File: src/rtl/vga_rx.sv
// vga_rx: locks onto an incoming VGA stream, recovers active-region pixel
// coordinates and colour, and reports and counts every loss of lock.
module vga_rx #(
  parameter int HPIXELS = 800,
  parameter int VLINES  = 521,
  parameter int HBP     = 144,
  parameter int HFP     = 784,
  parameter int VBP     = 31,
  parameter int VFP     = 511
) (
  input  logic       clk,
  input  logic       clr,
  input  logic       hsync,
  input  logic       vsync,
  input  logic [2:0] red,
  input  logic [2:0] green,
  input  logic [1:0] blue,
  output logic [9:0] pix_x,
  output logic [8:0] pix_y,
  output logic [7:0] pix_rgb,
  output logic       pix_valid,
  output logic       frame_start,
  output logic       locked,
  output logic       sync_err,
  output logic [7:0] err_cnt
);

  localparam logic [9:0] L_CMAX  = 10'd1023;
  localparam logic [9:0] L_HLAST = 10'(HPIXELS - 1);
  localparam logic [9:0] L_VLAST = 10'(VLINES - 1);
  localparam logic [9:0] L_HBP   = 10'(HBP);
  localparam logic [9:0] L_HFP   = 10'(HFP);
  localparam logic [9:0] L_VBP   = 10'(VBP);
  localparam logic [9:0] L_VFP   = 10'(VFP);

  typedef enum logic [1:0] {S_HUNT, S_CHECK, S_LOCKED} state_t;

  state_t     r_state;
  logic       r_hs, r_hs_d, r_vs, r_vs_d;
  logic [7:0] r_rgb;
  logic [9:0] r_h, r_v;
  logic       r_check_bad;
  logic [9:0] r_pix_x;
  logic [8:0] r_pix_y;
  logic [7:0] r_pix_rgb;
  logic       r_pix_valid, r_frame_start, r_locked, r_sync_err;
  logic [7:0] r_err_cnt;

  logic       w_hs_fall, w_vs_fall;
  logic [9:0] w_h, w_v;
  logic       w_period_bad, w_frame_bad, w_timeout, w_mismatch, w_active;

  // Syncs idle high, so the delayed copies reset high: a sender that starts
  // a frame right after reset release still produces a detectable edge.
  always_ff @(posedge clk or posedge clr) begin
    if (clr) begin
      r_hs   <= 1'b1;
      r_hs_d <= 1'b1;
      r_vs   <= 1'b1;
      r_vs_d <= 1'b1;
      r_rgb  <= '0;
      r_h    <= '0;
      r_v    <= '0;
    end else begin
      r_hs   <= hsync;
      r_hs_d <= r_hs;
      r_vs   <= vsync;
      r_vs_d <= r_vs;
      r_rgb  <= {red, green, blue};
      r_h    <= w_h;
      r_v    <= w_v;
    end
  end

  assign w_hs_fall = r_hs_d & ~r_hs;
  assign w_vs_fall = r_vs_d & ~r_vs;

  // w_h/w_v are the sender position of the colour currently held in r_rgb.
  always_comb begin
    w_h = (r_h == L_CMAX) ? L_CMAX : r_h + 10'd1;
    if (w_hs_fall) w_h = '0;
    w_v = r_v;
    if (w_hs_fall) begin
      if (w_vs_fall)            w_v = '0;
      else if (r_v != L_CMAX)   w_v = r_v + 10'd1;
    end
  end

  assign w_period_bad = w_hs_fall && (r_h != L_HLAST);
  assign w_frame_bad  = w_vs_fall && (!w_hs_fall || (r_v != L_VLAST));
  assign w_timeout    = !w_hs_fall && (w_h == L_CMAX);
  assign w_mismatch   = (r_state == S_LOCKED) && (w_period_bad || w_frame_bad || w_timeout);
  assign w_active     = (r_state == S_LOCKED) && !w_mismatch &&
                        (w_h >= L_HBP) && (w_h < L_HFP) &&
                        (w_v >= L_VBP) && (w_v < L_VFP);

  always_ff @(posedge clk or posedge clr) begin
    if (clr) begin
      r_state       <= S_HUNT;
      r_check_bad   <= 1'b0;
      r_pix_x       <= '0;
      r_pix_y       <= '0;
      r_pix_rgb     <= '0;
      r_pix_valid   <= 1'b0;
      r_frame_start <= 1'b0;
      r_locked      <= 1'b0;
      r_sync_err    <= 1'b0;
      r_err_cnt     <= '0;
    end else begin
      r_sync_err    <= 1'b0;
      r_pix_valid   <= w_active;
      r_frame_start <= w_active && (w_h == L_HBP) && (w_v == L_VBP);
      if (w_active) begin
        r_pix_x   <= w_h - L_HBP;
        r_pix_y   <= 9'(w_v - L_VBP);
        r_pix_rgb <= r_rgb;
      end
      case (r_state)
        S_HUNT: begin
          if (w_vs_fall && w_hs_fall) begin
            r_state     <= S_CHECK;
            r_check_bad <= 1'b0;
          end
        end
        S_CHECK: begin
          if (w_vs_fall) begin
            if (w_hs_fall && (r_v == L_VLAST) && !r_check_bad && !w_period_bad) begin
              r_state  <= S_LOCKED;
              r_locked <= 1'b1;
            end else begin
              r_state <= S_HUNT;
            end
          end else if (w_period_bad) begin
            r_check_bad <= 1'b1;
          end
        end
        S_LOCKED: begin
          if (w_mismatch) begin
            r_state    <= S_HUNT;
            r_locked   <= 1'b0;
            r_sync_err <= 1'b1;
            if (r_err_cnt != 8'hFF) r_err_cnt <= r_err_cnt + 8'd1;
          end
        end
        default: begin
          r_state  <= S_HUNT;
          r_locked <= 1'b0;
        end
      endcase
    end
  end

  assign pix_x       = r_pix_x;
  assign pix_y       = r_pix_y;
  assign pix_rgb     = r_pix_rgb;
  assign pix_valid   = r_pix_valid;
  assign frame_start = r_frame_start;
  assign locked      = r_locked;
  assign sync_err    = r_sync_err;
  assign err_cnt     = r_err_cnt;

endmodule

File: config.mk
export PLATFORM = sky130hd
export DESIGN_NAME = vga_rx
export DESIGN_NICKNAME = d
export VERILOG_FILES = /design/src/rtl/vga_rx.sv
export SDC_FILE = /design/constraint.sdc
export NUM_CORES = 1
export LEC_CHECK = 0
export CAP_MARGIN = 10
export CELL_PAD_IN_SITES_DETAIL_PLACEMENT = 1
export CELL_PAD_IN_SITES_GLOBAL_PLACEMENT = 1
export CORE_ASPECT_RATIO = 0.5
export CORE_MARGIN = 5
export CORE_UTILIZATION = 38
export CTS_BUF_LIST = sky130_fd_sc_hd__clkbuf_8 sky130_fd_sc_hd__clkbuf_16
export DETAILED_ROUTE_END_ITERATION = 6
export PLACE_DENSITY = 0.83
export SLEW_MARGIN = 20
export SYNTH_ARGS = -nofsm -noshare
export SYNTH_HDL_FRONTEND = slang
export SYNTH_SLANG_ARGS = --single-unit
File: constraint.sdc
create_clock -name clk -period 3.31 [get_ports clk]
set_input_delay 0.662 -clock clk [delete_from_list [all_inputs] [get_ports clk]]
set_output_delay 0.662 -clock clk [all_outputs]
set_load 0.005 [all_outputs]
==> flow_metrics.py <==
metrics = {
    "run_status": {
        "status": "finished clean",
    },
    "setup_path": {
        "cp_slowest_stage_delay_ns": 0.37,
        "arrival_ns": 3.52,
        "crit_path_cell_trace": "ha_2, and4_4, nand3_4, o21ai_4, nand2_2, inv_4, ha_1, nand2_1, a211oi_2, a31oi_2, nor3b_2, o31a_1, o211ai_1, buf_4, buf_6, mux2_2",
        "path_delay_family": "simple AND/OR/NAND/NOR gates",
        "worst_setup_path_start_kind": "flop",
        "crit_type": "reg2reg",
        "path_max_fanout": 7,
        "timing.critical_path.slowest_stage_cell": "dfrtp_1",
        "worstSetupEndpointType": "flop",
        "critPathBufInv": 3,
        "critical_path_required_ns": 3.53,
    },
    "floorplanning": {
        "core_area_sq_um": 9380,
        "start_util_pct": 38.7,
        "dieArea_sq_um": 11700,
        "die_w_um": 148,
        "rows": 25,
        "die_h_um": 79.1,
        "ios": 51,
    },
    "cts": {
        "cts_tree": "built",
        "cts-root-buf": "clkbuf_16",
        "clock_sinks": 74,
        "worstSkewPairLatency_ns": 0.34,
        "cts_buffers": 9,
        "clk_pin_slew_ns": 0.06,
        "ctsHtreeMaxLevel": 3,
        "cts_buffer_depth": 2,
    },
    "sta": {
        "clock_skew_ns": 0.0106,
        "worst_slew_margin_rel_pct": 60.9,
        "setup_violations": 0,
        "fin_crit_ns": 3.30,
        "fmax_mhz": 303,
        "slew_viol_final": 0,
        "worst_pin_slew_ns": 0.582,
        "post-route-period-util_pct": 99.7,
        "hold_violations": 0,
    },
    "final_layout": {
        "area_growth_pct": 40.5,
        "drive_gt1_share_pct": 31.5,
        "final_util_pct": 54.4,
        "final_nets": 437,
        "antenna_cells": 0,
        "final_area_sq_um": 5100,
    },
    "power_and_ir_drop": {
        "leakagePower_nw": 2.41,
        "power.density_nw_per_um2": 523,
        "ir_worst_vdd_v": 0.000278,
    },
    "yosys": {
        "synth-edff-count": 0,
        "synthCells": 321,
        "synth.top_cells.by_count": "dfrtp_1, inv_1, mux2_2",
        "synth.distinct_cells": 54,
        "yosysTopAreaCell": "dfrtp_1",
        "synthArstFlopShare_pct": 100,
        "yosysTopAreaCellShare_pct": 48.2,
        "yosysSeqAreaShare_pct": 51.1,
        "synth-seq-cells": 74,
        "synth.net_count": 341,
        "yosys_most_used_dff": "dfrtp_1",
        "syn_area_sq_um": 3630,
        "syn_avg_cell_area_sq_um": 11.3,
        "synthTopCellsByArea": "dfrtp_1, mux2_2, mux2_4, dfstp_2, xnor2_1",
        "yosys_warnings": 0,
        "synth.most_common_cell": "dfrtp_1",
    },
    "routing": {
        "vias": 3148,
        "wl_mm": 13.2,
        "drt-initial-drc-count": 197,
        "firstDrtPassIters": 4,
        "viasPerCell": 5.80,
        "remaining_drc_errors": 0,
        "postRouteAntennaNets": 0,
        "wl_per_cell_um": 24.3,
    },
    "global_routing": {
        "grt_pass1_wl_mm": 18.7,
        "grt_antenna_before_repair": 0,
        "gr-usage-all-layers_pct": 20.6,
        "grt-ovfl-total": 0,
        "first_global_vias": 3343,
        "grt_max_degree": 52,
    },
    "place": {
        "placed_cell_area_sq_um": 4470,
        "io_buffers": 50,
        "post-dp-hpwl_mm": 7.25,
        "gp_congestion": 0.915,
    },
    "run": {
        "drv_cap": 0,
    },
    "worst_hold_path": {
        "hp-class": "reg2reg",
    },
}
## placed cells by master, fill, tap and decap left out, drive strengths merged, types with 5 or more instances in the layout
master	Yosys	routed
buf	7	48
and2	5	5
nor3	8	8
clkbuf	6	9
a31oi	11	11
nand3	13	13
mux2	27	27
clkdlybuf4s50	0	50
nor2	15	15
inv	17	20
mux2i	5	5
and3	7	7
nand2	16	16
xor2	10	10
o21ai	7	7
ha	8	8
and4	5	5
a21oi	10	10
nand4	10	10
xnor2	12	12
dfrtp	70	70
## logic make-up after synthesis
family / share of synthesized area [%]
adders and majority gates: 2.75
xor gates and xnor gates: 5.30
and+or+nand+nor: 16.4
DFF: 51.1
buffers and inverters: 3.86
muxes: 10.8
AOI/OAI and AO/OA: 9.85
## power by group
group / switching [mW] / total (mW) / internal (mW)
Combinational: 0.287 / 0.498 / 0.211
Sequential: 0.0613 / 1.02 / 0.961
Clock: 0.408 / 1.15 / 0.738
## repair_timing
action                                  4_1_cts  5_1_grt
pin swaps                                     4        9
hold buffers                                  0        0
cloned                                        2        0
endpoints found under the setup margin       35       30
resized for setup                            20       26
buffers inserted                              7        8
## sequential cells by signal (all words and copies together), names as in the netlist
register and cells:
err_cnt 8, frame_start 1, locked 1, pix_rgb 8
pix_valid 1, pix_x 10, pix_y 9, r_check_bad 1
r_h 10, r_hs 1, r_hs_d 1, r_rgb 8
r_state 2, r_v 10, r_vs 1, r_vs_d 1
sync_err 1
## path summary, 6_finish.rpt
kind,start,end,slack [ns],depth (start not counted)
min in group asynchronous,clr,err_cnt[4],0.70,2
min,r_vs,r_vs_d,0.39,0
min reg2reg,r_vs,r_vs_d,0.39,0
max,r_h[0],pix_x[8],0.01,16
max reg2reg,r_h[0],pix_x[8],0.01,16
max in group asynchronous,clr,r_vs,1.89,3
## stage by stage
step                instances  power, mW  setup slack [ns]  hold WS, ns  setup TNS (ns)
floorplan                 321       1.24            0.0168        0.358               0
global placement          511       1.39             0.104        0.362               0
detailed placement        511       1.41            -0.167        0.367           -3.11
CTS                       536       2.58           0.00181        0.380               0
global route              543       2.76            -0.107        0.386           -1.72
finish                    543       2.67           0.00962        0.387               0
## metal layers
layer,track usage [%],part of all wire [%]
met5,0,0
met4,8.29,4.3
met3,3.65,3.9
met2,37.9,51
met1,24.0,41
## final cells by class
class / instances / area [sq um]
well taps: 121 / 151
fillers: 980 / 4280
clock buffers: 9 / 225
multi-input cells: 217 / 1790
flip-flops and latches: 74 / 1860
clock inverters: 7 / 116
inverters: 17 / 66.3
repair buffers: 98 / 892
(Power assumes the default switching activity.)
